==> src/rtl/instr_fetch_queue_pkg.sv <==
// instr_fetch_queue_pkg
//   Shared constants and small helpers for the instruction fetch queue.
//   XLEN        : instruction and PC width
//   FETCH_WIDTH : maximum number of instructions per fetch bundle / decode group
//   NOP_INSTR   : canonical NOP (addi x0, x0, 0) shown on empty decode slots
package instr_fetch_queue_pkg;

  localparam int          XLEN        = 32;
  localparam int          FETCH_WIDTH = 2;
  localparam logic [31:0] NOP_INSTR   = 32'h0000_0013;

  // A fetch count of 3 cannot be stored in a dual-issue bundle, so it is
  // treated as a full bundle of two.
  function automatic logic [1:0] bundleCount(input logic [1:0] cnt);
    return (cnt == 2'd3) ? 2'd2 : cnt;
  endfunction

  // Decode may never retire more entries than are actually present.
  function automatic logic [1:0] clampTake(input logic [1:0] take,
                                           input logic [1:0] avail);
    return (take > avail) ? avail : take;
  endfunction

endpackage

==> src/rtl/ifq_storage.sv <==
// ifq_storage
//   DEPTH-entry register array for the fetch queue, two write ports and two
//   combinational read ports. Contents are never reset; the owner tracks which
//   entries are valid.
//   clk           : clock
//   wr_en0_i/1_i  : per-port write enable
//   wr_idx0_i/1_i : write index
//   wr_data0_i/1_i: write data
//   rd_idx0_i/1_i : read index
//   rd_data0_o/1_o: read data
module ifq_storage #(
  parameter int DEPTH = 8,
  parameter int WIDTH = 64
) (
  input  logic                     clk,
  input  logic                     wr_en0_i,
  input  logic [$clog2(DEPTH)-1:0] wr_idx0_i,
  input  logic [WIDTH-1:0]         wr_data0_i,
  input  logic                     wr_en1_i,
  input  logic [$clog2(DEPTH)-1:0] wr_idx1_i,
  input  logic [WIDTH-1:0]         wr_data1_i,
  input  logic [$clog2(DEPTH)-1:0] rd_idx0_i,
  output logic [WIDTH-1:0]         rd_data0_o,
  input  logic [$clog2(DEPTH)-1:0] rd_idx1_i,
  output logic [WIDTH-1:0]         rd_data1_o
);

  logic [WIDTH-1:0] mem_q [DEPTH];

  // The two write indices are always consecutive slots, so they never collide.
  always_ff @(posedge clk) begin
    if (wr_en0_i) begin
      mem_q[wr_idx0_i] <= wr_data0_i;
    end
    if (wr_en1_i) begin
      mem_q[wr_idx1_i] <= wr_data1_i;
    end
  end

  assign rd_data0_o = mem_q[rd_idx0_i];
  assign rd_data1_o = mem_q[rd_idx1_i];

endmodule

==> src/rtl/instr_fetch_queue.sv <==
// instr_fetch_queue
//   Dual-issue instruction fetch queue between the fetch port and decode.
//   Accepts bundles of 1-2 instructions with their PC, presents the oldest two
//   entries to decode, and drops everything on a redirect flush.
//   clk, reset      : clock, synchronous active-high reset
//   flush           : drop all entries (branch redirect), beats enqueue/dequeue
//   fetch_valid/rdy : bundle handshake; ready means at least two free slots
//   fetch_cnt       : bundle size (0 no-op, 3 treated as 2)
//   fetch_pc        : PC of fetch_instr0; fetch_instr1 sits at fetch_pc + 4
//   fetch_instr0/1  : older / younger instruction
//   dec_valid0/1    : head / head+1 valid
//   dec_instr0/1    : head / head+1 instruction, NOP when invalid
//   dec_pc0/1       : head / head+1 PC, 0 when invalid
//   dec_take        : entries consumed by decode this cycle
//   occupancy       : current entry count
module instr_fetch_queue
  import instr_fetch_queue_pkg::*;
#(
  parameter int DEPTH = 8,
  parameter int XLEN  = instr_fetch_queue_pkg::XLEN
) (
  input  logic                     clk,
  input  logic                     reset,
  input  logic                     flush,
  input  logic                     fetch_valid,
  output logic                     fetch_ready,
  input  logic [1:0]               fetch_cnt,
  input  logic [XLEN-1:0]          fetch_pc,
  input  logic [XLEN-1:0]          fetch_instr0,
  input  logic [XLEN-1:0]          fetch_instr1,
  output logic                     dec_valid0,
  output logic                     dec_valid1,
  output logic [XLEN-1:0]          dec_instr0,
  output logic [XLEN-1:0]          dec_instr1,
  output logic [XLEN-1:0]          dec_pc0,
  output logic [XLEN-1:0]          dec_pc1,
  input  logic [1:0]               dec_take,
  output logic [$clog2(DEPTH):0]   occupancy
);

  localparam int PTR_W = $clog2(DEPTH);
  localparam int CNT_W = PTR_W + 1;
  localparam int ENT_W = 2 * XLEN;

  localparam logic [CNT_W-1:0] DEPTH_C = CNT_W'(DEPTH);
  localparam logic [CNT_W-1:0] FW_C    = CNT_W'(FETCH_WIDTH);

  logic [PTR_W-1:0] head_q, head_d;
  logic [PTR_W-1:0] tail_q, tail_d;
  logic [CNT_W-1:0] occ_q,  occ_d;

  logic [CNT_W-1:0] freeSlots;
  logic             acceptBundle;
  logic [1:0]       enqCnt;
  logic [1:0]       validCnt;
  logic [1:0]       deqCnt;

  logic             wrEn0, wrEn1;
  logic [PTR_W-1:0] wrIdx1, rdIdx1;
  logic [ENT_W-1:0] wrData0, wrData1;
  logic [ENT_W-1:0] rdData0, rdData1;

  // Ready is derived from the registered count only; entries leaving in the
  // same cycle do not make room for an incoming bundle.
  assign freeSlots    = DEPTH_C - occ_q;
  assign fetch_ready  = (freeSlots >= FW_C);
  assign acceptBundle = fetch_valid & fetch_ready & ~flush & ~reset;
  assign enqCnt       = acceptBundle ? bundleCount(fetch_cnt) : 2'd0;

  // Entries decode can see this cycle: at most two.
  assign validCnt = (occ_q >= CNT_W'(2)) ? 2'd2 : occ_q[1:0];
  assign deqCnt   = clampTake(dec_take, validCnt);

  // Each entry holds {pc, instr}; the younger slot's PC is implied by the bundle.
  assign wrEn0   = (enqCnt != 2'd0);
  assign wrEn1   = (enqCnt == 2'd2);
  assign wrIdx1  = tail_q + PTR_W'(1);
  assign wrData0 = {fetch_pc, fetch_instr0};
  assign wrData1 = {fetch_pc + XLEN'(4), fetch_instr1};
  assign rdIdx1  = head_q + PTR_W'(1);

  ifq_storage #(
    .DEPTH (DEPTH),
    .WIDTH (ENT_W)
  ) u_storage (
    .clk        (clk),
    .wr_en0_i   (wrEn0),
    .wr_idx0_i  (tail_q),
    .wr_data0_i (wrData0),
    .wr_en1_i   (wrEn1),
    .wr_idx1_i  (wrIdx1),
    .wr_data1_i (wrData1),
    .rd_idx0_i  (head_q),
    .rd_data0_o (rdData0),
    .rd_idx1_i  (rdIdx1),
    .rd_data1_o (rdData1)
  );

  // Pointer and count update. Flush wins over any enqueue or dequeue and
  // returns the queue to empty; pointers wrap naturally at DEPTH.
  always_comb begin
    head_d = head_q;
    tail_d = tail_q;
    occ_d  = occ_q;
    if (flush) begin
      head_d = '0;
      tail_d = '0;
      occ_d  = '0;
    end else begin
      head_d = head_q + PTR_W'(deqCnt);
      tail_d = tail_q + PTR_W'(enqCnt);
      occ_d  = occ_q + CNT_W'(enqCnt) - CNT_W'(deqCnt);
    end
  end

  always_ff @(posedge clk) begin
    if (reset) begin
      head_q <= '0;
      tail_q <= '0;
      occ_q  <= '0;
    end else begin
      head_q <= head_d;
      tail_q <= tail_d;
      occ_q  <= occ_d;
    end
  end

  // Decode view: combinational read of head and head+1, masked when empty.
  always_comb begin
    dec_valid0 = (validCnt != 2'd0);
    dec_valid1 = (validCnt == 2'd2);
    dec_instr0 = XLEN'(NOP_INSTR);
    dec_instr1 = XLEN'(NOP_INSTR);
    dec_pc0    = '0;
    dec_pc1    = '0;
    if (dec_valid0) begin
      dec_instr0 = rdData0[XLEN-1:0];
      dec_pc0    = rdData0[ENT_W-1:XLEN];
    end
    if (dec_valid1) begin
      dec_instr1 = rdData1[XLEN-1:0];
      dec_pc1    = rdData1[ENT_W-1:XLEN];
    end
  end

  assign occupancy = occ_q;

`ifndef SYNTHESIS
  // Decode consuming more than it was shown is a protocol error upstream.
  always_ff @(posedge clk) begin
    if (!reset && !flush) begin
      assert (dec_take <= validCnt)
        else $error("instr_fetch_queue: dec_take %0d exceeds valid count %0d",
                    dec_take, validCnt);
    end
  end
`endif

endmodule
==> config.mk <==
export PLATFORM = sky130hd
export DESIGN_NAME = instr_fetch_queue
export DESIGN_NICKNAME = d
export VERILOG_FILES = /design/src/rtl/instr_fetch_queue_pkg.sv /design/src/rtl/ifq_storage.sv /design/src/rtl/instr_fetch_queue.sv
export SDC_FILE = /design/constraint.sdc
export NUM_CORES = 1
export LEC_CHECK = 0
export ABC_AREA = 1
export CAP_MARGIN = 5
export CORE_ASPECT_RATIO = 1.25
export CORE_MARGIN = 4
export CORE_UTILIZATION = 40
export CTS_CLUSTER_DIAMETER = 150
export CTS_CLUSTER_SIZE = 25
export DETAILED_ROUTE_END_ITERATION = 12
export MAX_ROUTING_LAYER = met4
export PLACE_DENSITY = 0.67
export SLEW_MARGIN = 40
export SYNTH_ARGS = -nofsm -noshare
export SYNTH_HDL_FRONTEND = slang
export SYNTH_SLANG_ARGS = --single-unit
==> constraint.sdc <==
create_clock -name clk -period 4.2 [get_ports clk]
set_input_delay 1.05 -clock clk [delete_from_list [all_inputs] [get_ports clk]]
set_output_delay 1.05 -clock clk [all_outputs]
set_load 0.02 [all_outputs]
==> impl_metrics.tcl <==
set metrics [dict create \
    cts_tree "yes" \
    drt_iter0_drc 4108 \
    maxCapViolCount 0 \
    grt_pass1_wl_um 184000 \
    nets 4714 \
    whs_endpoint "tail_q[2]" \
    end_kind "primary output" \
    htreeDepth 1 \
    fin_skew_ns 0.0191 \
    dp.cells 5626 \
    grt_max_degree 141 \
    total_power_mw 22.0 \
    rows 117 \
    power_switching_share 0.465 \
    vias_per_cell 5.76 \
    synth-main-ff-cell "edfxtp_1" \
    synth_area_leader_cell "edfxtp_1" \
    power.switching_mw 10.2 \
    clk_latency_ns 0.61 \
    leakage_nw 15.8 \
    fin_area_mm2 0.0378 \
    synth_edf_count 512 \
    netlist_area_mm2 0.0330 \
    netlist_top_cells_area "edfxtp_1 (47%), nand2_1 (21%), a21oi_1 (6.5%), o21ai_0 (5.5%), nor2_1 (4.3%)" \
    status "finished clean" \
    first_global_vias 31000 \
    dpl-instance-area_mm2 0.0366 \
    power.density_mw_per_mm2 581 \
    grt_usage 0.283 \
    die_h_um 329 \
    max_freq_mhz 240 \
    core_area_mm2 0.0817 \
    die_x_um 265 \
    fill_cells 7871 \
    tns_ns 0 \
    netlist_instances 4608 \
    mappedNetlistNets 4732 \
    cts.clk_slew.worst_paths_ns 0.10 \
    yosysWarnings 0 \
    drt_pass1_iterations 6 \
    area_delta_synth_final_pct 14.5 \
    vias 32800 \
    initial_core_util 0.404 \
    drc 0 \
    finalMaxSlewViolations 0 \
    whs_ns 0.643 \
    cp_max_fo 66 \
    arrival_ns 3.12 \
    maxSlewHeadroom 0.383 \
    die_area_mm2 0.0872 \
    pin_count 239 \
    cts_buffer_depth 3 \
    reg2reg_to "occupancy[2]" \
    cts_buffers 24 \
    synth_top_area_frac 0.466 \
    fin_crit_ns 4.17 \
    critPathRequiredTime_ns 3.15 \
    avgSynthCellArea_um2 7.17 \
    yosysSeqAreaShare 0.472 \
    worstSetupStartpointType "flop" \
    holdPathStages 2 \
    wire_per_inst_um 22.4 \
    power_frac_comb 0.599 \
    wl_um 127000 \
    period_share 0.993 \
    worst_slew_pin_slew_ns 0.919 \
    yosysMostFrequentCell "nand2_1" \
    internal-power_mw 11.7 \
    cts.sinks 522 \
    crit_type "reg -> out" \
    stdcell_count 5695 \
    multiInputGateArea_mm2 0.0154 \
    gp_congestion 0.918 \
    drtAntennaViolNets 0 \
    rsz0062_at_grt "true" \
    hold_path.class "reg -> reg" \
    hold_viol_final 0 \
    synth_seq_cells 522 \
    cts-root-buf "clkbuf_16" \
    clkPwrFrac 0.130 \
    ys_top_cells_by_count "nand2_1 (1891), edfxtp_1 (512), a21oi_1 (431), nor2_1 (374), o21ai_0 (366)" \
    antenna_found_initial 16 \
    synthArstFlopShare 0 \
    synth.distinct_cells 32 \
    ir_drop_mv 0.599 \
    hpwl_um 72400 \
    r2r_setup_slack_ns 0.84 \
    grt.overflow.total 0 \
    drive_gt1_frac 0.0584 \
    setup_viol 0 \
    regArea_mm2 0.0156 \
    min_from "tail_q[2]" \
    r2r_start "occupancy[0]" \
    seqPwrFrac 0.271 \
    rr_worst_depth 13 \
    port_buffers 238 \
]
[final cells by class]
type	count	area share
clock buffer	43	0.0183
sequential	522	0.412
tap	1071	0.0354
timing repair buffer	362	0.108
inverter	174	0.0180
clock inverter	1	0.000132
multi-input combinational	3506	0.407
antenna	16	0.00106
[layer usage]
metal / part of all wire / track usage / vias to the layer above
met5: 0 / - / -
li1: - / - / 15000
met2: 0.48 / 0.472 / 2037
met1: 0.36 / 0.331 / 15300
met4: 0.058 / 0.158 / 0
met3: 0.10 / 0.0408 / 465
[kinds of logic after synthesis]
family / share of synthesized area
XOR/XNOR: 0.00504
buffers and inverters: 0.0692
flip-flops: 0.472
AO/OA/AOI/OAI: 0.124
adder cells (fa/ha/maj): 0.00849
AND/OR/NAND/NOR: 0.322
[layout by cell type (no fill, tap or decap), types with 3 or more instances in the layout]
master	n
a21oi_1	429
nor3_2	12
nor2_1	373
dlymetal6s2s_1	33
inv_1	166
or2_2	61
o21ai_0	365
nor3_1	117
xnor2_1	6
clkbuf_16	27
nand3b_1	13
buf_4	78
xor2_1	12
nand2_1	1882
buf_16	8
clkbuf_1	18
clkdlybuf4s50_1	194
nor2_4	9
edfxtp_1	512
nand4_1	7
dfxtp_1	5
diode_2	16
ha_1	15
buf_12	34
nand3_1	171
buf_6	8
dfxtp_4	3
o2111ai_1	8
nand2_4	9
fa_1	4
[metrics by stage]
step | utilization | worst slack (ns)
2_1_floorplan | - | 0.258
3_3_place_gp | 0.448 | 0.297
3_5_place_dp | 0.449 | 0.253
4_1_cts | 0.460 | 0.000896
5_1_grt | 0.463 | -0.0685
6_report | 0.463 | 0.0292
[repair_timing]
| item | in CTS | in global routing |
|---|---|---|
| endpoints found under the hold margin | 0 | 0 |
| endpoints found under the setup margin | 86 | 86 |
| pin swaps | 0 | 1 |
| resized for setup | 28 | 57 |
| hold buffers | 0 | 0 |
| buffers inserted | 3 | 2 |
| cloned | 3 | 2 |
[worst max-delay path, cell delays in order (launching register included)]
cell             delay [ns]
dfxtp_4                0.45
ha_4                   0.39
buf_16                 0.31
o21ai_0                0.16
o21ai_0                0.19
a21oi_1                0.06
nor3_1                 0.26
clkdlybuf4s50_1        0.67
[power by group through the flow]
stage | clock network (mW) | registers, mW | logic (mW)
2_1_floorplan | 0 | 6.05 | 6.96
3_3_place_gp | 0 | 6.05 | 12.5
3_5_place_dp | 0 | 6.06 | 12.5
4_1_cts | 2.85 | 5.95 | 12.8
5_1_grt | 3.02 | 5.97 | 13.9
6_report | 2.85 | 5.96 | 13.1
[worst max-delay path by stage]
| stage | start | end | cells after the start |
|---|---|---|---|
| 2_1_floorplan | flush | u_storage.mem_q[6][0] | 7 |
| 5_1_grt | head_q[0] | dec_instr1[11] | 7 |
| 6_report | head_q[0] | dec_pc1[17] | 7 |
| 4_1_cts | head_q[1] | dec_pc0[31] | 6 |
| 3_5_place_dp | occupancy[1] | dec_pc1[4] | 7 |
| 3_3_place_gp | occupancy[1] | dec_pc1[4] | 7 |
[flip-flops by register name, summed over array words and instances (netlist names)]
register         cells
head_q               3
tail_q               3
u_storage.mem_q    512
occupancy            4
Power figures use the tool's default switching activity.
